## src/rtl/button_conditioner.sv

```systemverilog
// Push-button conditioner: 2-flop synchronizer, counter debounce FSM, press/release strobes.
// Optional auto-repeat of press strobes while held, enabled by defining AUTO_REPEAT_EN.
module button_conditioner #(
   parameter int DBN_CYCLES    = 1_000_000,
   parameter int HOLD_CYCLES   = 50_000_000,
   parameter int REPEAT_CYCLES = 10_000_000
) (
   input  logic clk,
   input  logic reset_n,
   input  logic button_in,
   output logic button_out,
   output logic pulse,
   output logic rel_pulse
);

   localparam logic [1:0] ST_IDLE         = 2'd0;
   localparam logic [1:0] ST_PRESS_WAIT   = 2'd1;
   localparam logic [1:0] ST_PRESSED      = 2'd2;
   localparam logic [1:0] ST_RELEASE_WAIT = 2'd3;

   localparam int CW = $clog2(DBN_CYCLES) + 1;
   localparam logic [CW-1:0] CNT_ZERO = CW'(0);
   localparam logic [CW-1:0] CNT_ONE  = CW'(1);
   localparam logic [CW-1:0] DBN_LAST = CW'(DBN_CYCLES - 1);

   if (DBN_CYCLES < 2 || HOLD_CYCLES < 2 || REPEAT_CYCLES < 2) begin : g_bad_params
      $error("button_conditioner: all cycle parameters must be >= 2");
   end

   logic          s1_q, s2_q;
   logic [1:0]    state_q, state_d;
   logic [CW-1:0] cnt_q, cnt_d;
   logic          button_out_q, button_out_d;
   logic          pulse_q, pulse_d;
   logic          rel_pulse_q, rel_pulse_d;
   logic          press_s, release_s;

   // Debounce FSM next-state; the counter only advances while the new level persists.
   always_comb begin
      state_d      = state_q;
      cnt_d        = cnt_q;
      button_out_d = button_out_q;
      press_s      = 1'b0;
      release_s    = 1'b0;
      case (state_q)
         ST_IDLE: begin
            if (s2_q) begin
               state_d = ST_PRESS_WAIT;
               cnt_d   = CNT_ZERO;
            end else begin
               cnt_d   = CNT_ZERO;
            end
         end
         ST_PRESS_WAIT: begin
            if (!s2_q) begin
               state_d = ST_IDLE;
               cnt_d   = CNT_ZERO;
            end else if (cnt_q == DBN_LAST) begin
               state_d      = ST_PRESSED;
               button_out_d = 1'b1;
               press_s      = 1'b1;
            end else begin
               cnt_d = cnt_q + CNT_ONE;
            end
         end
         ST_PRESSED: begin
            if (!s2_q) begin
               state_d = ST_RELEASE_WAIT;
               cnt_d   = CNT_ZERO;
            end else begin
               cnt_d   = cnt_q;
            end
         end
         ST_RELEASE_WAIT: begin
            if (s2_q) begin
               state_d = ST_PRESSED;
            end else if (cnt_q == DBN_LAST) begin
               state_d      = ST_IDLE;
               button_out_d = 1'b0;
               release_s    = 1'b1;
            end else begin
               cnt_d = cnt_q + CNT_ONE;
            end
         end
         default: begin
            state_d      = ST_IDLE;
            cnt_d        = CNT_ZERO;
            button_out_d = 1'b0;
         end
      endcase
   end

`ifdef AUTO_REPEAT_EN
   localparam int HW = $clog2((HOLD_CYCLES > REPEAT_CYCLES) ? HOLD_CYCLES : REPEAT_CYCLES) + 1;
   localparam logic [HW-1:0] H_ZERO    = HW'(0);
   localparam logic [HW-1:0] H_ONE     = HW'(1);
   localparam logic [HW-1:0] HOLD_LAST = HW'(HOLD_CYCLES - 1);
   localparam logic [HW-1:0] REP_LAST  = HW'(REPEAT_CYCLES - 1);

   logic [HW-1:0] hcnt_q, hcnt_d;
   logic          hphase_q, hphase_d;
   logic          repeat_s;

   // Hold timer: first interval is HOLD_CYCLES, then REPEAT_CYCLES, until release is accepted.
   always_comb begin
      hcnt_d   = hcnt_q;
      hphase_d = hphase_q;
      repeat_s = 1'b0;
      if (press_s) begin
         hcnt_d   = H_ZERO;
         hphase_d = 1'b0;
      end else if (state_q == ST_PRESSED || state_q == ST_RELEASE_WAIT) begin
         if (hcnt_q == (hphase_q ? REP_LAST : HOLD_LAST)) begin
            repeat_s = 1'b1;
            hcnt_d   = H_ZERO;
            hphase_d = 1'b1;
         end else begin
            hcnt_d = hcnt_q + H_ONE;
         end
      end else begin
         hcnt_d   = H_ZERO;
         hphase_d = 1'b0;
      end
   end

   // Hold timer registers.
   always_ff @(posedge clk or negedge reset_n) begin
      if (!reset_n) begin
         hcnt_q   <= H_ZERO;
         hphase_q <= 1'b0;
      end else begin
         hcnt_q   <= hcnt_d;
         hphase_q <= hphase_d;
      end
   end

   // A repeat landing on the release-acceptance cycle is dropped.
   assign pulse_d = press_s | (repeat_s & ~release_s);
`else
   assign pulse_d = press_s;
`endif

   assign rel_pulse_d = release_s;

   // Synchronizer, FSM state and registered outputs.
   always_ff @(posedge clk or negedge reset_n) begin
      if (!reset_n) begin
         s1_q         <= 1'b0;
         s2_q         <= 1'b0;
         state_q      <= ST_IDLE;
         cnt_q        <= CNT_ZERO;
         button_out_q <= 1'b0;
         pulse_q      <= 1'b0;
         rel_pulse_q  <= 1'b0;
      end else begin
         s1_q         <= button_in;
         s2_q         <= s1_q;
         state_q      <= state_d;
         cnt_q        <= cnt_d;
         button_out_q <= button_out_d;
         pulse_q      <= pulse_d;
         rel_pulse_q  <= rel_pulse_d;
      end
   end

   assign button_out = button_out_q;
   assign pulse      = pulse_q;
   assign rel_pulse  = rel_pulse_q;

endmodule
```

## config.mk

```make
export PLATFORM = sky130hd
export DESIGN_NAME = button_conditioner
export DESIGN_NICKNAME = d
export VERILOG_FILES = /design/src/rtl/button_conditioner.sv
export SDC_FILE = /design/constraint.sdc
export NUM_CORES = 1
export LEC_CHECK = 0
export BUFFER_PORTS_ARGS = -buffer_cell sky130_fd_sc_hd__buf_4
export CAP_MARGIN = 20
export CORE_ASPECT_RATIO = 0.7
export CORE_UTILIZATION = 60
export CTS_BUF_LIST = sky130_fd_sc_hd__clkbuf_4
export DETAILED_ROUTE_END_ITERATION = 12
export PLACE_DENSITY = 0.86
export SLEW_MARGIN = 5
export SYNTH_ARGS = -nofsm -noshare
export SYNTH_HDL_FRONTEND = slang
export SYNTH_SLANG_ARGS = --single-unit
```

## constraint.sdc

```tcl
create_clock -name clk -period 2.55 [get_ports clk]
set_clock_uncertainty 0.1 [all_clocks]
set_input_delay 0.51 -clock clk [delete_from_list [all_inputs] [get_ports clk]]
set_output_delay 0.51 -clock clk [all_outputs]
set_load 0.005 [all_outputs]
```

==> run_results.csv, run 1 <==
group,metric,value,unit
finish,final_cells,189,
pwr,swShare,0.231,
sta,period_needed,2.25,ns
sta,timing.hold.ws,0.177,ns
floorplanning,num_rows,14,
placed_design,dp_worst_setup_slack,0.373,ns
pwr,p_comb_frac,0.044,
placed_design,port_buffers,5,
placed_design,dp_hpwl,2150,um
setup_path,path_max_fanout,9,
synth,synth_adder_area_share,0.00841,
clock_network,cts.htree.levels,1,
route,ant_nets,0,
setup_path,cp_data_arrival_time,2.39,ns
placed_design,dpl.cell_count,184,
global_route,grt_use_met1,0.411,
synth,synth_area_per_cell,9.72,um^2
setup_path,critPathRequiredTime,2.69,ns
sta,setup_slack,0.298,ns
sta,post-route-period-util,0.883,
sta,rsz0062_at_grt,"no",
pwr,power.internal,0.516,mW
setup_path,end_kind,"register",
pwr,power.switching,0.155,mW
global_route,grt_use_met2,0.368,
synth,ys_warn_count,0,
setup_path,path_class,"register to register",
min_path,hold_class,"input pin to register",
route,drt-total-wl,3070,um
setup_path,cp-start-kind,"register",
synth,synth_top_family_by_area,"simple AND/OR/NAND/NOR gates",
pwr,p_leak,0.618,nW
synth,synthCells,153,
route,drc,0,
sta,setup_viol,0,
finish,syn_to_final_growth,5.55,%
pwr,seq_power_share,0.678,
sta,drv_slew,0,
synth,syn-cell-area,1490,um^2
synth,synth_xor_area_frac,0.0530,
route,firstDrtPassIters,4,
run_status,status,"finished clean",
route,drt-vias-per-instance,6.58,
global_route,grt_max_degree,29,
route,wl_per_cell,16.3,um
floorplanning,ios,6,
clock_network,clkSlewWorstSetupHoldPaths,0.14,ns
sta,slew-limit-headroom,0.592,
global_route,grt_pass1_vias,1151,
global_route,grt_util_met3,0.0657,
pwr,clockPowerShare,0.278,
sta,setup_tns,0,ns
synth,synthFlopType,"dfrtp_1",
clock_network,cts-resized-gates,0,
clock_network,cts_root_buf,"clkbuf_4",
floorplanning,die_h,43.7,um
synth,synth-compound-area-share,0.124,
run,drv_cap,0,
route,drtIter0Drc,156,
clock_network,cts_max_path_buffers,2,
synth,synth-edff-count,0,
synth,synthArstFlopShare,1.00,
synth,syn_nets,157,
floorplanning,dieArea,2690,um^2
pwr,max-vdd-ir-drop,0.484,mV
synth,ys_types,44,
clock_network,cts-buffers-inserted,3,
finish,nets,162,
global_route,busiest_layer,"met1",
synth,seq_area_frac_synth,0.471,
setup_path,reg2reg_depth,6,
sta,hold_viol_final,0,
route,dr_total_vias,1243,
global_route,grt_antenna_before_repair,0,
floorplanning,initial_core_util,0.664,
pwr,p_per_area,427,nW/um^2
global_route,gr-usage-all-layers,0.268,
synth,ys_seq_elements,28,
synth,yosys-mux-area-fraction,0.0143,
min_path,min_path_cells,1,
clock_network,cts_tree,"yes",
clock_network,clock_latency,0.33,ns
placed_design,gp_congestion,0.895,
global_route,grt_pass1_wl,5230,um
finish,drive_gt1_frac,0.115,
setup_path,rrSetupSlack,0.30,ns
global_route,grt-ovfl-total,0,
sta,max_freq,444,MHz
sta,tightest_slew,0.607,ns
floorplanning,coreArea,2240,um^2
clock_network,cts_sinks,28,
floorplanning,die_w,61.5,um
synth,synth-simple-area-share,0.293,
finish,diodes,0,
==> cell usage after synthesis, drive strengths merged (3+ instances only) <==
master	number	area, um^2
a21oi	10	50.1
and2	3	18.8
buf	5	31.3
dfrtp	28	701
inv	4	15.0
nand2	14	52.6
nand3	6	35.0
nand4	6	43.8
nor2	10	37.5
nor3	7	40.0
nor4	5	31.3
nor4b	3	41.3
o21ai	7	35.0
or3	9	61.3
xnor2	7	61.3
==> logic make-up (layout without fill, tap and decap cells) <==
| logic type | count (synthesis) | after routing |
|---|---|---|
| AOI/OAI and AO/OA | 29 | 29 |
| xor gates and xnor gates | 9 | 9 |
| adders and majority gates | 1 | 1 |
| buffers and inverters | 11 | 15 |
| DFF | 28 | 28 |
| muxes | 2 | 2 |
| and+or+nand+nor | 73 | 73 |
==> cell type report <==
class,instances,area [um^2]
fillers,169,672
clock buffers,3,22.5
clock inverters,1,3.75
flip-flops and latches,28,701
well taps,32,40.0
multi-input cells,114,733
repair buffers,7,55.1
inverters,4,15.0
==> flip-flops by register name (all words and copies together), names as in the netlist, named ones only <==
register and count:
cnt_q 21, pulse 1, rel_pulse 1, state_q 1
s1_q 1, s2_q 1, button_out 1
==> per-stage QoR <==
step                power (mW)  area (um^2)   util
detailed placement       0.491         1530  0.684
floorplan                0.476         1490      -
global placement         0.490         1530  0.684
CTS                      0.675         1570  0.700
finish                   0.670         1570  0.700
global route             0.703         1570  0.700
==> critical path, stage by stage (launching register included) <==
cell	delay (ns)
dfrtp_1	0.45
ha_1	0.25
nand3_2	0.11
or2_1	0.33
nor3_1	0.56
nor4_1	0.12
a31o_2	0.24
==> power by group through the flow <==
stage,combinational [mW],sequential [mW],clock [mW]
floorplan,0.0173,0.458,0
global placement,0.0279,0.462,0
detailed placement,0.0288,0.462,0
CTS,0.0298,0.454,0.191
global route,0.0336,0.455,0.214
finish,0.0297,0.454,0.186
==> metal layers <==
metal	vias up	share of wire	wire length, um
met3	11	0.092	284
li1	568	-	-
met4	0	0.024	75
met5	-	0	0
met1	590	0.43	1310
met2	74	0.46	1400
==> layout by cell type (no fill, tap or decap), types with 2 or more instances in the layout <==
cell       n
xnor2_1    7
xor2_1     2
a21oi_1   10
nor3_1     6
dfrtp_1   28
nand4_1    5
buf_4      6
nor3b_1    2
nor4_1     5
nor2_1    10
nand2_1   14
o211ai_1   2
clkbuf_4   3
o21ai_0    7
a31o_2     2
nand3_1    5
or3_1      8
inv_1      4
and2_1     3
nor4b_1    2
or4_1      2
==> worst paths after layout <==
kind	startpoint	to
setup / recovery	cnt_q[0]	cnt_q[12]
hold / removal	button_in	s1_q
setup reg to reg	cnt_q[0]	cnt_q[12]
hold reg to reg	s1_q	s2_q
max in group asynchronous	reset_n	cnt_q[19]
min in group asynchronous	reset_n	cnt_q[3]
==> repair_timing <==
item	CTS	global route
hold buffers	1	0
hold endpoints to repair	28	0
setup buffers	0	0
No activity file was read; power rests on OpenSTA's default activity.
==> run 2, diff against run 1 <==
- ABC_AREA: unset -> 1
- GPL_TIMING_DRIVEN: unset -> 0
==> run 2 against run 1 <==
Net effect: sequential share of layout area decreased by 6.1 points; area after synthesis increased by 13%; die area increased by 12%; fmax increased by 24%; flip-flop and latch count unchanged; total power increased by 16%; critical path depth increased by 4; critical path type unchanged.
==> run_results.csv, run 2 <==
group,metric,value,unit
clock_network,cts-resized-gates,0,
clock_network,cts_root_buf,"clkbuf_4",
min_path,hold_class,"input pin to register",
min_path,hold_start,"button_in",
sta,hold_viol_final,0,
route,drt-vias-per-instance,5.36,
route,wl_per_cell,12.9,um
synth,synth.most_common_cell,"nand2_1",
clock_network,cts-buffers-inserted,3,
synth,ys_types,32,
synth,synthCells,225,
setup_path,cp_data_arrival_time,1.95,ns
floorplanning,die_w,65.1,um
setup_path,path_common_cell,"nand2_1",
setup_path,reg2reg_from,"cnt_q[6]",
pwr,max-vdd-ir-drop,0.441,mV
setup_path,critPathRequiredTime,2.69,ns
synth,synth-simple-area-share,0.431,
placed_design,dp_hpwl,2580,um
synth,ys_seq_elements,28,
sta,slew-limit-headroom,0.729,
placed_design,port_buffers,5,
sta,drv_slew,0,
setup_path,slowest_delay,0.44,ns
pwr,seq_power_share,0.581,
finish,syn_to_final_growth,8.52,%
floorplanning,coreArea,2550,um^2
synth,seq_area_frac_synth,0.419,
synth,synth_top_area_cell,"dfrtp_1",
setup_path,cp_num_buf_inv,1,
clock_network,cts.htree.levels,1,
setup_path,crit_start,"cnt_q[6]",
pwr,p_comb_frac,0.040,
route,drtIter0Drc,168,
synth,synthTopCellsByArea,"dfrtp_1, nand2_1, nor2_1",
run,drv_cap,0,
floorplanning,initial_core_util,0.656,
synth,synth_top_family_by_area,"simple AND/OR/NAND/NOR gates",
floorplanning,num_rows,15,
sta,setup_slack,0.735,ns
sta,setup_viol,0,
synth,synthArstFlopShare,1.00,
route,firstDrtPassIters,5,
finish,num-fill-cells,212,
synth,synthFlopType,"dfrtp_1",
synth,synth_common_cells,"nand2_1, nor2_1, dfrtp_1, inv_1, nand3_1",
synth,synth_area_per_cell,7.44,um^2
setup_path,end_kind,"register",
synth,synth.top_cell.area_share,0.419,
global_route,grt_max_degree,29,
global_route,grt_antenna_before_repair,0,
global_route,grt_pass1_vias,1261,
synth,synth_adder_area_share,0.00747,
finish,diodes,0,
finish,largest_register,"cnt_q",
floorplanning,ios,6,
setup_path,cp-start-kind,"register",
route,drt-total-wl,3460,um
pwr,power.switching,0.163,mW
clock_network,clkSlewWorstSetupHoldPaths,0.16,ns
floorplanning,die_h,46.2,um
synth,yosys-mux-area-fraction,0,
clock_network,cts_sinks,28,
synth,ys_warn_count,0,
floorplanning,dieArea,3010,um^2
finish,largest_reg_flops,21,
clock_network,clock_latency,0.34,ns
setup_path,path_class,"register to register",
sta,setup_tns,0,ns
global_route,grt-ovfl-total,0,
synth,synth-edff-count,0,
placed_design,dp_worst_setup_slack,0.777,ns
sta,rsz0062_at_grt,"no",
setup_path,crit_family,"simple AND/OR/NAND/NOR gates",
finish,most-common-layout-cells,"nand2_1, nor2_1, dfrtp_1, inv_1, nand3_1",
clock_network,cts_max_path_buffers,2,
route,ant_nets,0,
synth,synth-compound-area-share,0.0628,
placed_design,gp_congestion,0.909,
route,drc,0,
sta,period_needed,1.81,ns
route,dr_total_vias,1441,
global_route,grt_pass1_wl,5880,um
finish,final_common_cell,"nand2_1",
pwr,p_leak,0.924,nW
setup_path,slowest_stage,"dfrtp_1",
synth,syn-cell-area,1670,um^2
finish,drive_gt1_frac,0.132,
run_status,status,"finished clean",
finish,nets,240,
pwr,p_per_area,429,nW/um^2
setup_path,path_cells,"inv_1 -> nand2_1 -> nor2_1 -> nand2_1 -> nor2_2 -> nand2_2 -> nand3_1 -> nand2_1 -> nand2_1 -> nor2_1",
setup_path,path_max_fanout,10,
pwr,power.internal,0.617,mW
pwr,clockPowerShare,0.379,
clock_network,cts_tree,"yes",
sta,post-route-period-util,0.712,
pwr,swShare,0.209,
global_route,gr-usage-all-layers,0.267,
sta,tightest_slew,0.406,ns
synth,syn_nets,229,
sta,max_freq,551,MHz
synth,synth_xor_area_frac,0,
[run 2: cell count changes after synthesis, moves of 5 or more]
| cell | change |
|---|---|
| nor2_1 | +28 |
| xnor2_1 | -7 |
| nand2_1 | +45 |
| or3_1 | -8 |
| nand3_1 | +12 |
| nand2_2 | +5 |
| inv_1 | +23 |
[run 2: power by group through the flow]
stage / clock network [mW] / registers, mW / logic (mW)
6_report: 0.295 / 0.453 / 0.0314
2_1_floorplan: 0 / 0.460 / 0.0158
3_3_place_gp: 0 / 0.461 / 0.0301
4_1_cts: 0.303 / 0.453 / 0.0322
5_1_grt: 0.315 / 0.454 / 0.0367
3_5_place_dp: 0 / 0.461 / 0.0308
[run 2: logic make-up (layout without fill, tap and decap cells)]
family	count (synthesis)	after routing
fa+ha+maj	1	1
buf+inv	32	42
simple gates	147	147
compound gates	17	17
flops	28	28
[run 2: routing by layer]
layer	share of wire	wire length, um	global-route usage
met1	0.49	1690	0.388
met4	0.0043	15	0.0435
met2	0.45	1560	0.419
met5	0	0	0
met3	0.059	204	0.0619
[run 2: layout make-up]
class	instances	area [um^2]	area share
sequential	28	701	0.386
clock inverter	1	30.0	0.0165
inverter	29	109	0.0599
multi-input combinational	165	840	0.462
clock buffer	3	22.5	0.0124
buffer	3	25.0	0.0138
tap	34	42.5	0.0234
timing repair buffer	6	47.5	0.0262
[run 2: timing repair]
item | 4_1_cts | 5_1_grt
hold buffers | 1 | 0
setup buffers | 0 | 0
endpoints found under the setup margin | 0 | 0
hold endpoints to repair | 28 | 0
[run 2: worst reg2reg max path: stages, from the launching register on]
cell and delay (ns):
dfrtp_1 0.44, inv_1 0.18, nand2_1 0.07, nor2_1 0.19, nand2_1 0.10, nor2_2 0.15, nand2_2 0.17, nand3_1 0.15
nand2_1 0.07, nand2_1 0.06, nor2_1 0.04
[run 2: final timing paths]
kind	to	slack [ns]	cells after the start
min in group asynchronous	s1_q	0.49	2
setup reg to reg	cnt_q[4]	0.74	10
hold / removal	s1_q	0.16	1
hold reg to reg	s2_q	0.27	0
max in group asynchronous	cnt_q[11]	1.58	2
setup / recovery	cnt_q[4]	0.74	10
[run 2: metrics by stage]
step / cell area [um^2] / util / hold WS [ns] / total power, mW / instances
2_1_floorplan: 1670 / - / 0.114 / 0.476 / 225
3_3_place_gp: 1750 / 0.687 / 0.233 / 0.491 / 264
3_5_place_dp: 1750 / 0.687 / 0.237 / 0.492 / 264
4_1_cts: 1820 / 0.712 / 0.156 / 0.788 / 269
5_1_grt: 1820 / 0.712 / 0.145 / 0.805 / 269
6_report: 1820 / 0.712 / 0.162 / 0.779 / 269
